**src/rtl/jtag_debug_mux_if.sv**
```systemverilog
// jtag_debug_mux_if: UJTAG user-DR signals plus the per-target debug TAP pins.
// master = UJTAG/target side that drives the bridge, slave = the bridge itself.
interface jtag_debug_mux_if #(
  parameter int NUM_TGT = 2
);
  logic [7:0]         uireg;
  logic               udrcap;
  logic               udrsh;
  logic               udrupd;
  logic               utdi;
  logic               utdo;
  logic [NUM_TGT-1:0] tgt_tck;
  logic [NUM_TGT-1:0] tgt_tms;
  logic [NUM_TGT-1:0] tgt_tdi;
  logic [NUM_TGT-1:0] tgt_trst;
  logic [NUM_TGT-1:0] tgt_tdo;

  modport master (
    output uireg, udrcap, udrsh, udrupd, utdi, tgt_tdo,
    input  utdo, tgt_tck, tgt_tms, tgt_tdi, tgt_trst
  );

  modport slave (
    input  uireg, udrcap, udrsh, udrupd, utdi, tgt_tdo,
    output utdo, tgt_tck, tgt_tms, tgt_tdi, tgt_trst
  );
endinterface

```
**src/rtl/jtag_debug_mux.sv**
```systemverilog
// jtag_debug_mux: tunnels TMS/TDI bit pairs from a UJTAG user DR scan to one of
// NUM_TGT debug TAPs, generating the target TCK at half the scan rate.
// Optional feature macro: JTAG_DEBUG_MUX_CTRL_EN adds the IR_CTRL register that
// drives per-target TRST; without it each TRST is a flop cleared after reset.
//
// state    | meaning
// ---------+-----------------------------------------------------------------
// ST_IDLE  | no pair in flight, target clocks low
// ST_TMS   | next shift bit is the TMS half of a pair
// ST_TDI   | next shift bit is TDI; apply TMS/TDI and drop target TCK
// ST_RISE  | raise target TCK, sample TDO; next bit (if any) is a new TMS
// ST_FLUSH | scan ended after a full pair; target TCK high, drop it next
module jtag_debug_mux #(
  parameter int         NUM_TGT      = 2,
  parameter logic [7:0] IR_CODE_BASE = 8'h55,
  parameter logic [7:0] IR_CTRL      = 8'h50
) (
  input logic             tck,
  input logic             trst,
  jtag_debug_mux_if.slave bus
);
  localparam int SEL_W = (NUM_TGT > 1) ? $clog2(NUM_TGT) : 1;

  typedef enum logic [2:0] {ST_IDLE, ST_TMS, ST_TDI, ST_RISE, ST_FLUSH} state_t;
  typedef enum logic [1:0] {MODE_IDLE, MODE_CHAN, MODE_CTRL} mode_t;

  state_t             state, state_nxt;
  mode_t              mode;
  logic [SEL_W-1:0]   sel;
  logic [SEL_W-1:0]   hit_sel;
  logic               hit_chan;
  logic               hit_ctrl;
  logic               grab_tms, do_pair, do_rise, do_fall;
  logic               tms_hold;
  logic               tdo_reg;
  logic               ctrl_tdo;
  logic [NUM_TGT-1:0] tck_q, tms_q, tdi_q;

  // Decode the current user IR into a channel hit or a control-register hit.
  always_comb begin
    hit_chan = 1'b0;
    hit_sel  = '0;
    for (int n = 0; n < NUM_TGT; n++) begin
      if (bus.uireg == IR_CODE_BASE + 8'(n)) begin
        hit_chan = 1'b1;
        hit_sel  = SEL_W'(n);
      end
    end
`ifdef JTAG_DEBUG_MUX_CTRL_EN
    hit_ctrl = (bus.uireg == IR_CTRL);
`else
    hit_ctrl = 1'b0;
`endif
  end

  // Latch the mode and selected channel at capture-DR.
  always_ff @(posedge tck or posedge trst) begin
    if (trst) begin
      mode <= MODE_IDLE;
      sel  <= '0;
    end else if (bus.udrcap) begin
      mode <= hit_chan ? MODE_CHAN : (hit_ctrl ? MODE_CTRL : MODE_IDLE);
      sel  <= hit_sel;
    end
  end

  // Pair FSM state register.
  always_ff @(posedge tck or posedge trst) begin
    if (trst) state <= ST_IDLE;
    else      state <= state_nxt;
  end

  // Pair FSM next state and datapath strobes.
  always_comb begin
    state_nxt = state;
    grab_tms  = 1'b0;
    do_pair   = 1'b0;
    do_rise   = 1'b0;
    do_fall   = 1'b0;
    if (bus.udrcap) begin
      state_nxt = hit_chan ? ST_TMS : ST_IDLE;
    end else begin
      case (state)
        ST_IDLE: state_nxt = ST_IDLE;
        ST_TMS: begin
          if (bus.udrsh) begin
            grab_tms  = 1'b1;
            state_nxt = ST_TDI;
          end else if (bus.udrupd) begin
            state_nxt = ST_IDLE;
          end
        end
        ST_TDI: begin
          if (bus.udrsh) begin
            do_pair   = 1'b1;
            state_nxt = ST_RISE;
          end else begin
            // lone TMS bit: only finish the previous pair's low phase
            do_fall   = 1'b1;
            state_nxt = ST_IDLE;
          end
        end
        ST_RISE: begin
          do_rise   = 1'b1;
          grab_tms  = bus.udrsh;
          state_nxt = bus.udrsh ? ST_TDI : ST_FLUSH;
        end
        ST_FLUSH: begin
          do_fall   = 1'b1;
          state_nxt = ST_IDLE;
        end
        default: state_nxt = ST_IDLE;
      endcase
    end
  end

  // Target pin registers, TMS holding flop and TDO sample.
  always_ff @(posedge tck or posedge trst) begin
    if (trst) begin
      tck_q    <= '0;
      tms_q    <= '1;
      tdi_q    <= '0;
      tms_hold <= 1'b0;
      tdo_reg  <= 1'b0;
    end else begin
      if (grab_tms) tms_hold <= bus.utdi;
      if (bus.udrcap) begin
        tck_q   <= '0;
        tdo_reg <= 1'b0;
      end else if (do_pair) begin
        tms_q[sel] <= tms_hold;
        tdi_q[sel] <= bus.utdi;
        tck_q[sel] <= 1'b0;
      end else if (do_rise) begin
        tck_q[sel] <= 1'b1;
        tdo_reg    <= bus.tgt_tdo[sel];
      end else if (do_fall) begin
        tck_q[sel] <= 1'b0;
      end
    end
  end

`ifdef JTAG_DEBUG_MUX_CTRL_EN
  logic [7:0]         ctrl_sr;
  logic [7:0]         ctrl_cap;
  logic [NUM_TGT-1:0] trst_mask;

  // Capture value: current mask zero-extended to the 8-bit register.
  always_comb begin
    ctrl_cap                = '0;
    ctrl_cap[NUM_TGT-1:0]   = trst_mask;
  end

  // Control register: capture, LSB-first shift, update into the TRST mask.
  always_ff @(posedge tck or posedge trst) begin
    if (trst) begin
      ctrl_sr   <= '0;
      trst_mask <= '1;
    end else begin
      if (bus.udrcap && hit_ctrl)
        ctrl_sr <= ctrl_cap;
      else if (mode == MODE_CTRL && bus.udrsh)
        ctrl_sr <= {bus.utdi, ctrl_sr[7:1]};
      if (mode == MODE_CTRL && bus.udrupd && !bus.udrcap)
        trst_mask <= ctrl_sr[NUM_TGT-1:0];
    end
  end

  assign ctrl_tdo     = ctrl_sr[0];
  assign bus.tgt_trst = trst_mask;
`else
  logic [NUM_TGT-1:0] trst_q;

  // Hold every target in reset until the first TCK after TRST releases.
  always_ff @(posedge tck or posedge trst) begin
    if (trst) trst_q <= '1;
    else      trst_q <= '0;
  end

  assign ctrl_tdo     = 1'b0;
  assign bus.tgt_trst = trst_q;
`endif

  assign bus.utdo    = (mode == MODE_CHAN) ? tdo_reg :
                       (mode == MODE_CTRL) ? ctrl_tdo : 1'b0;
  assign bus.tgt_tck = tck_q;
  assign bus.tgt_tms = tms_q;
  assign bus.tgt_tdi = tdi_q;
endmodule
```
**src/flat_wrapper.sv**
```systemverilog
// flat-port wrapper written by rule: the top's interface ports become plain ports
module jtag_debug_mux_flat 
#(
  parameter int         NUM_TGT      = 2,
  parameter logic [7:0] IR_CODE_BASE = 8'h55,
  parameter logic [7:0] IR_CTRL      = 8'h50
)
  (tck, trst, bus_uireg, bus_udrcap, bus_udrsh, bus_udrupd, bus_utdi, bus_tgt_tdo, bus_utdo, bus_tgt_tck, bus_tgt_tms, bus_tgt_tdi, bus_tgt_trst);
  jtag_debug_mux_if #(.NUM_TGT(NUM_TGT)) bus_i ();
  input logic tck;
  input logic trst;
  input wire logic [$bits(bus_i.uireg)-1:0] bus_uireg;
  input wire logic [$bits(bus_i.udrcap)-1:0] bus_udrcap;
  input wire logic [$bits(bus_i.udrsh)-1:0] bus_udrsh;
  input wire logic [$bits(bus_i.udrupd)-1:0] bus_udrupd;
  input wire logic [$bits(bus_i.utdi)-1:0] bus_utdi;
  input wire logic [$bits(bus_i.tgt_tdo)-1:0] bus_tgt_tdo;
  output wire logic [$bits(bus_i.utdo)-1:0] bus_utdo;
  output wire logic [$bits(bus_i.tgt_tck)-1:0] bus_tgt_tck;
  output wire logic [$bits(bus_i.tgt_tms)-1:0] bus_tgt_tms;
  output wire logic [$bits(bus_i.tgt_tdi)-1:0] bus_tgt_tdi;
  output wire logic [$bits(bus_i.tgt_trst)-1:0] bus_tgt_trst;
  assign bus_i.uireg = bus_uireg;
  assign bus_i.udrcap = bus_udrcap;
  assign bus_i.udrsh = bus_udrsh;
  assign bus_i.udrupd = bus_udrupd;
  assign bus_i.utdi = bus_utdi;
  assign bus_i.tgt_tdo = bus_tgt_tdo;
  assign bus_utdo = bus_i.utdo;
  assign bus_tgt_tck = bus_i.tgt_tck;
  assign bus_tgt_tms = bus_i.tgt_tms;
  assign bus_tgt_tdi = bus_i.tgt_tdi;
  assign bus_tgt_trst = bus_i.tgt_trst;
  jtag_debug_mux #(.NUM_TGT(NUM_TGT), .IR_CODE_BASE(IR_CODE_BASE), .IR_CTRL(IR_CTRL)) u_core (.tck(tck), .trst(trst), .bus(bus_i));
endmodule
```
**config.mk**
```make
export PLATFORM = sky130hd
export DESIGN_NAME = jtag_debug_mux_flat
export DESIGN_NICKNAME = d
export VERILOG_FILES = /design/src/rtl/jtag_debug_mux_if.sv /design/src/rtl/jtag_debug_mux.sv /design/src/flat_wrapper.sv
export SDC_FILE = /design/constraint.sdc
export NUM_CORES = 1
export LEC_CHECK = 0
export CORE_UTILIZATION = 42
export DETAILED_ROUTE_END_ITERATION = 8
export HOLD_SLACK_MARGIN = 0.12
export PLACE_DENSITY_LB_ADDON = 0.05
export SYNTH_ARGS = -nofsm -noshare
export SYNTH_HDL_FRONTEND = slang
export SYNTH_SLANG_ARGS = --single-unit
```
**constraint.sdc**
```tcl
create_clock -name tck -period 1.6 [get_ports tck]
set_input_delay 0.4 -clock tck [delete_from_list [all_inputs] [get_ports tck]]
set_output_delay 0.4 -clock tck [all_outputs]
set_load 0.05 [all_outputs]
```
==> reports/summary.txt <==
Status: finished, final reports clean
Largest Register: u_core.state
Die X: 41.8 um
Gr usage total: 0.159
Grt total ovfl: 0
RSZ-0062 raised after global routing: no
Largest net degree at the start of global routing: 15
VDD IR max: 0.803 mV
Worst Skew: 0.000838 ns
CP Launch Type: register
Max Clock Freq: 715 MHz
Final setup fails: 0
Core Region: 1380 sq um
Post-CTS resize count: 0
Number of flip-flops in the largest register: 3
Crit path capture type: primary output
Crit path max-delay family: flip-flops
Avg Synthesized Cell Area: 11.3 sq um
Row cnt: 13
Worst Reg2Reg Path Length in Cells: 3
Syn nets: 75
DR iter-0 viols: 7
Leakage power: 0.458 nW
Clk buf depth: 2
Crit path capture: bus_tgt_trst[1]
Final Cycle Share: 0.875
CP Launch Point: u_core.bus.tgt_trst[0]
Global-route wire length before repair: 2150 um
Crit path largest cell delay: 0.58 ns
Pre-antenna DRT Iters: 4
DP Area: 1010 sq um
Starting Density: 0.481
Post-DP HPWL: 1020 um
WP buf/inv: 1
Routed vias: 540
Slew Limit Fails: 0
Die area: 1740 sq um
Synth warn: 0
Via density per instance: 5.29
Nets: 104
Post-DRT Antenna Nets: 0
Clock Pin Slew Worst Setup and Hold Paths: 0.08 ns
FF-to-FF setup slack: 0.31 ns
Mean routed wirelength per cell: 12.5 um
Clock sinks: 14
H-Tree Depth: 1
Root buffer cell: clkbuf_4
Num CTS Buffers: 3
Post-synthesis sequential area ratio: 0.533
Post-CTS Setup Bufs: 0
Hold_buf cts: 0
Synth area leader: dfrtp_1
WP depth: 1
Synth area leaders: dfrtp_1, dfstp_2, mux2_2
Arrival time worst endpoint: 1.00 ns
Crit-path cells: buf_12
Worst reg2reg startpoint: u_core.state[0]
Clock Latency Late Sink: 0.27 ns
Mapped Cells: 59
Post-layout util: 0.759
Layout cells sized above 1: 0.322
Antenna diode count: 0
Yosys cell types: 29
Crit path max-delay cell type: dfstp_2
#FFs+latches synth: 14
Area Overhead vs Synth: 58.0%
Vias in the first global route: 492
Area of the multi-input gates: 280 sq um
Worst slew pin tran: 0.534 ns
DRT Wirelength: 1270 um
Slew margin rel.: 0.644
Shortest period the worst path allows: 1.40 ns
Crit path kind: register to primary output
Residual DRC: 0
Critical Path RT: 1.20 ns
CTS tree: yes
Post-route cell area: 1050 sq um
Hold Fails Final Rpt: 0
Post-Syn Area: 664 sq um
Die height: 41.8 um
Hold Path Class: input pin to asynchronous set/reset pin
I/O pin count: 25
Initial antenna violation count: 0
Port buffer count: 24
Register area: 354 sq um
Power per cell area: 690 nW/um^2
Critical Path Fanout Max: 2
Fill cell count: 88
Share of the synthesized area in the top cell type: 0.414
Worst r2r dst: u_core.bus.tgt_tdi[0]
RD Place Congestion: 0.845
Max cap viols: 0
-- routing by layer --
metal,vias to the layer above,part of all wire,GRT usage
li1,273,-,-
met1,249,0.49,0.236
met2,18,0.46,0.234
met3,0,0.057,0.0652
met4,0,0,0
met5,-,0,0
-- area by class of cell --
cell class | instances | share of cell area
sequential | 14 | 0.337
timing repair buffer | 26 | 0.329
multi-input combinational | 39 | 0.267
clock buffer | 4 | 0.0346
tap | 15 | 0.0179
inverter | 4 | 0.0143
-- cells in the final DEF, fill, tap and decap left out --
cell type        Yosys  routed
dfrtp_1             11      11
o21ai_0              5       5
o31ai_1              1       1
nand3_1              2       2
o211a_1              1       1
nand2_1              1       1
and2_2               1       1
nor4b_1              1       1
nor2_2               1       1
nand4_1              3       3
a21oi_1              1       1
buf_12               0       9
nor2b_1              1       1
dfstp_2              3       3
nor4_1               1       1
mux2_2               5       5
xor2_1               1       1
buf_4                2       2
and4bb_2             1       1
o32ai_1              1       1
a211oi_1             1       1
nor2_1               2       2
and2b_2              1       1
a31oi_1              2       2
mux2i_1              1       1
inv_1                4       4
clkbuf_8             0       1
conb_1               1       1
and2_1               1       1
or3_1                2       2
clkbuf_4             0       3
and3b_2              1       1
clkdlybuf4s50_1      0      15
-- how the worst min path moves through the flow --
| stage | end | slack, ns | depth (start not counted) |
|---|---|---|---|
| floorplan | u_core.bus.tgt_tck[0] | 0.29 | 1 |
| global placement | u_core.mode[0] | 0.51 | 2 |
| detailed placement | u_core.mode[0] | 0.52 | 2 |
| CTS | u_core.bus.tgt_tdi[1] | 0.48 | 2 |
| global route | u_core.tdo_reg | 0.51 | 2 |
| finish | u_core.state[2] | 0.46 | 2 |
-- stage by stage --
step | power (W) | hold slack (ns) | instances | setup TNS, ns | setup slack (ns)
after detailed placement | 0.000483 | 0.517 | 98 | -0.0150 | -0.0136
final | 0.000725 | 0.463 | 102 | 0 | 0.201
after CTS | 0.000731 | 0.484 | 102 | 0 | 0.193
after global routing | 0.000757 | 0.511 | 102 | 0 | 0.160
after floorplan | 0.000413 | 0.287 | 59 | 0 | 0.283
after global placement | 0.000481 | 0.508 | 98 | 0 | 0.00000422
-- cells in the mapped netlist --
cell type,number
a211oi_1,1
a21oi_1,1
a31oi_1,2
and2_1,1
and2_2,1
and2b_2,1
and3b_2,1
and4bb_2,1
buf_4,2
conb_1,1
dfrtp_1,11
dfstp_2,3
inv_1,4
mux2_2,5
mux2i_1,1
nand2_1,1
nand3_1,2
nand4_1,3
nor2_1,2
nor2_2,1
nor2b_1,1
nor4_1,1
nor4b_1,1
o211a_1,1
o21ai_0,5
o31ai_1,1
o32ai_1,1
or3_1,2
xor2_1,1
-- kinds of logic (layout without fill, tap and decap cells) --
group / count (synthesis) / after routing / synth area share
AO/OA/AOI/OAI: 12 / 12 / 0.115
XOR/XNOR: 1 / 1 / 0.0132
buffers and inverters: 6 / 34 / 0.0452
flip-flops: 14 / 14 / 0.533
multiplexers: 6 / 6 / 0.0998
other: 1 / 1 / 0.00564
AND/OR/NAND/NOR: 19 / 19 / 0.188
-- where the power goes --
group | switching (W) | internal (W) | leakage, nW
logic | 0.0000465 | 0.0000622 | 0.252
registers | 0.00000646 | 0.000360 | 0.184
clock network | 0.000111 | 0.000138 | 0.0210
total | 0.000164 | 0.000561 | 0.458
Power figures use the tool's default switching activity.
==> patch: new RTL, same flow settings <==
Encoding of `state_t`: now Gray code (3 bits for 5 states).
--- a/src/rtl/jtag_debug_mux.sv
+++ b/src/rtl/jtag_debug_mux.sv
@@ -21,7 +21,7 @@
 );
   localparam int SEL_W = (NUM_TGT > 1) ? $clog2(NUM_TGT) : 1;
 
-  typedef enum logic [2:0] {ST_IDLE, ST_TMS, ST_TDI, ST_RISE, ST_FLUSH} state_t;
+  typedef enum logic [2:0] {ST_IDLE = 3'b000, ST_TMS = 3'b001, ST_TDI = 3'b011, ST_RISE = 3'b010, ST_FLUSH = 3'b110} state_t;
   typedef enum logic [1:0] {MODE_IDLE, MODE_CHAN, MODE_CTRL} mode_t;
 
   state_t             state, state_nxt;
Function: no difference found for any inputs over 10 cycles, from zero or initial values and one cycle with trst high; not proved beyond that.
==> patch against the original RTL <==
- design area increased by 2.6%
- total power decreased by 1.3%
- synthesized area increased by 1.7%
- routed wire length decreased by 4.2%
- sequential cell count unchanged
- die area increased by 1.6%
- utilization decreased by 4.4 points
- worst setup slack got worse by 0.15 ns
- count of clock-buffer cells in the layout unchanged
- largest cell class is now non-clock buffers
==> patch: results (changes against the original RTL) <==
worst rel slew slack: 64.9% (was 64.4%)
pre-CTS WS: -0.290 ns (was -0.0136 ns)
met2 Usage GRT: 28.4% (was 23.4%)
Util after Layout: 71.5% (was 75.9%)
first-pass GRT wire length: 2170 um (was 2150 um)
register area share after synthesis: 52.4% (was 53.3%)
Seq pwr share: 51.6% (was 50.6%)
clock skew: 0.00548 ns (was 0.000838 ns)
commonest cells in the netlist: 11 x dfrtp_1, 4 x a21oi_1, 4 x o21ai_0 (was 11 x dfrtp_1, 5 x mux2_2, 5 x o21ai_0)
M1 WL: 515 um (was 618 um)
LEAKAGE: 0.477 nW (was 0.458 nW)
Fill cells: 115 (was 88)
Placed Area: 1040 um2 (was 1010 um2)
Worst EP arrival: 1.72 ns (was 1.00 ns)
Clk pwr share: 34.7% (was 34.4%)
critical path peak fanout: 4 (was 2)
Crit-path slowest cell: clkdlybuf4s50_1 (was dfstp_2)
crit-path leading delay family: buffers and inverters (was flip-flops)
DRT iter0 DRCs: 0 (was 7)
met3 routed WL: 57 um (was 72 um)
Synth area leaders: dfrtp_1 41%, dfstp_2 12%, mux2_2 5.0% (was dfrtp_1 41%, dfstp_2 12%, mux2_2 8.5%)
Nets: 106 (was 104)
maximum VDD drop: 0.528 mV (was 0.803 mV)
via/cell ratio: 5.13 (was 5.29)
synthesized netlist cell count: 60 (was 59)
pin count of the biggest net entering global routing: 15 (unchanged)
Pint: 0.562 mW (was 0.561 mW)
M1 GR Usage: 17.9% (was 23.6%)
wire per inst: 11.6 um (was 12.5 um)
met3 Track Usage GR: 5.17% (was 6.52%)
Total GRT Usage: 16.5% (was 15.9%)
Cell variety after synth: 29 (unchanged)
max incr delay on CP: 0.52 ns (was 0.58 ns)
Port-buffer cells: 24 (unchanged)
cell total after placement: 101 (was 98)
Switch Pwr: 0.154 mW (was 0.164 mW)
Post-CTS Resized: 0 (unchanged)
outcome: finished clean (unchanged)
CTS Buf Count: 3 (unchanged)
post-DP HPWL: 1030 um (was 1020 um)
highest routed metal layer: met4 (was met3)
RePlAce Congestion: 0.748 (was 0.845)
hold crit path type: in2async (unchanged)
vias in the first global route: 539 (was 492)
syn_nets: 76 (was 75)
root buf cell: clkbuf_4 (unchanged)
DR pass1 iterations: 1 (was 4)
layout cell share with drive strength beyond 1: 32.6% (was 32.2%)
metal2 WL: 609 um (was 579 um)
flip-flop count of the largest register after layout: 3 (unchanged)
Ant. Diodes: 0 (unchanged)
WL final: 1220 um (was 1270 um)
Post-CTS Setup Bufs: 0 (unchanged)
H-tree Lvls: 1 (unchanged)
==> patch: cell count changes in the layout (fill, tap and decap cells not counted), sizes merged, moves of 2 or more <==
cell,change
nand2b,+3
nor2,-2
nor3,+2
nand4,-2
a31oi,-2
a21oi,+3
nor2b,+2
==> patch: logic make-up (layout without fill, tap and decap cells) <==
| logic type | Yosys count | count (layout) | synth area share [%] |
|---|---|---|---|
| other | 1 | 1 | 0.555 |
| AND/OR/NAND/NOR | 21 | 21 | 19.8 |
| multiplexers | 6 | 6 | 10.9 |
| XOR/XNOR | 2 | 2 | 2.59 |
| buffers and inverters | 5 | 34 | 3.52 |
| AO/OA/AOI/OAI | 11 | 11 | 10.2 |
| flip-flops | 14 | 14 | 52.4 |
==> patch: cell type report <==
| type | count | area share [%] |
|---|---|---|
| repair buffers | 27 | 33.0 |
| clock buffers | 4 | 3.37 |
| flip-flops and latches | 14 | 32.9 |
| inverters | 3 | 1.05 |
| well taps | 16 | 1.86 |
| multi-input cells | 41 | 27.9 |
==> patch: path summary, 6_finish.rpt <==
check	from	to	slack, ns	cells past startpoint
max in group asynchronous	trst	u_core.bus.tgt_tms[0]$_DFFE_PP1P_	0.78	2
worst min register to register	u_core.mode[0]$_DFFE_PP0P_	u_core.mode[0]$_DFFE_PP0P_	0.52	2
min in group tck	bus_udrcap	u_core.bus.tgt_tck[1]$_DFFE_PP0P_	0.47	3
worst max-delay path	bus_udrsh	u_core.bus.tgt_tdi[0]$_DFFE_PP0P_	0.05	4
worst max register to register	u_core.state[2]$_DFFE_PP0P_	u_core.bus.tgt_tdi[0]$_DFFE_PP0P_	0.15	3
worst min-delay path	trst	u_core.mode[0]$_DFFE_PP0P_	0.45	2
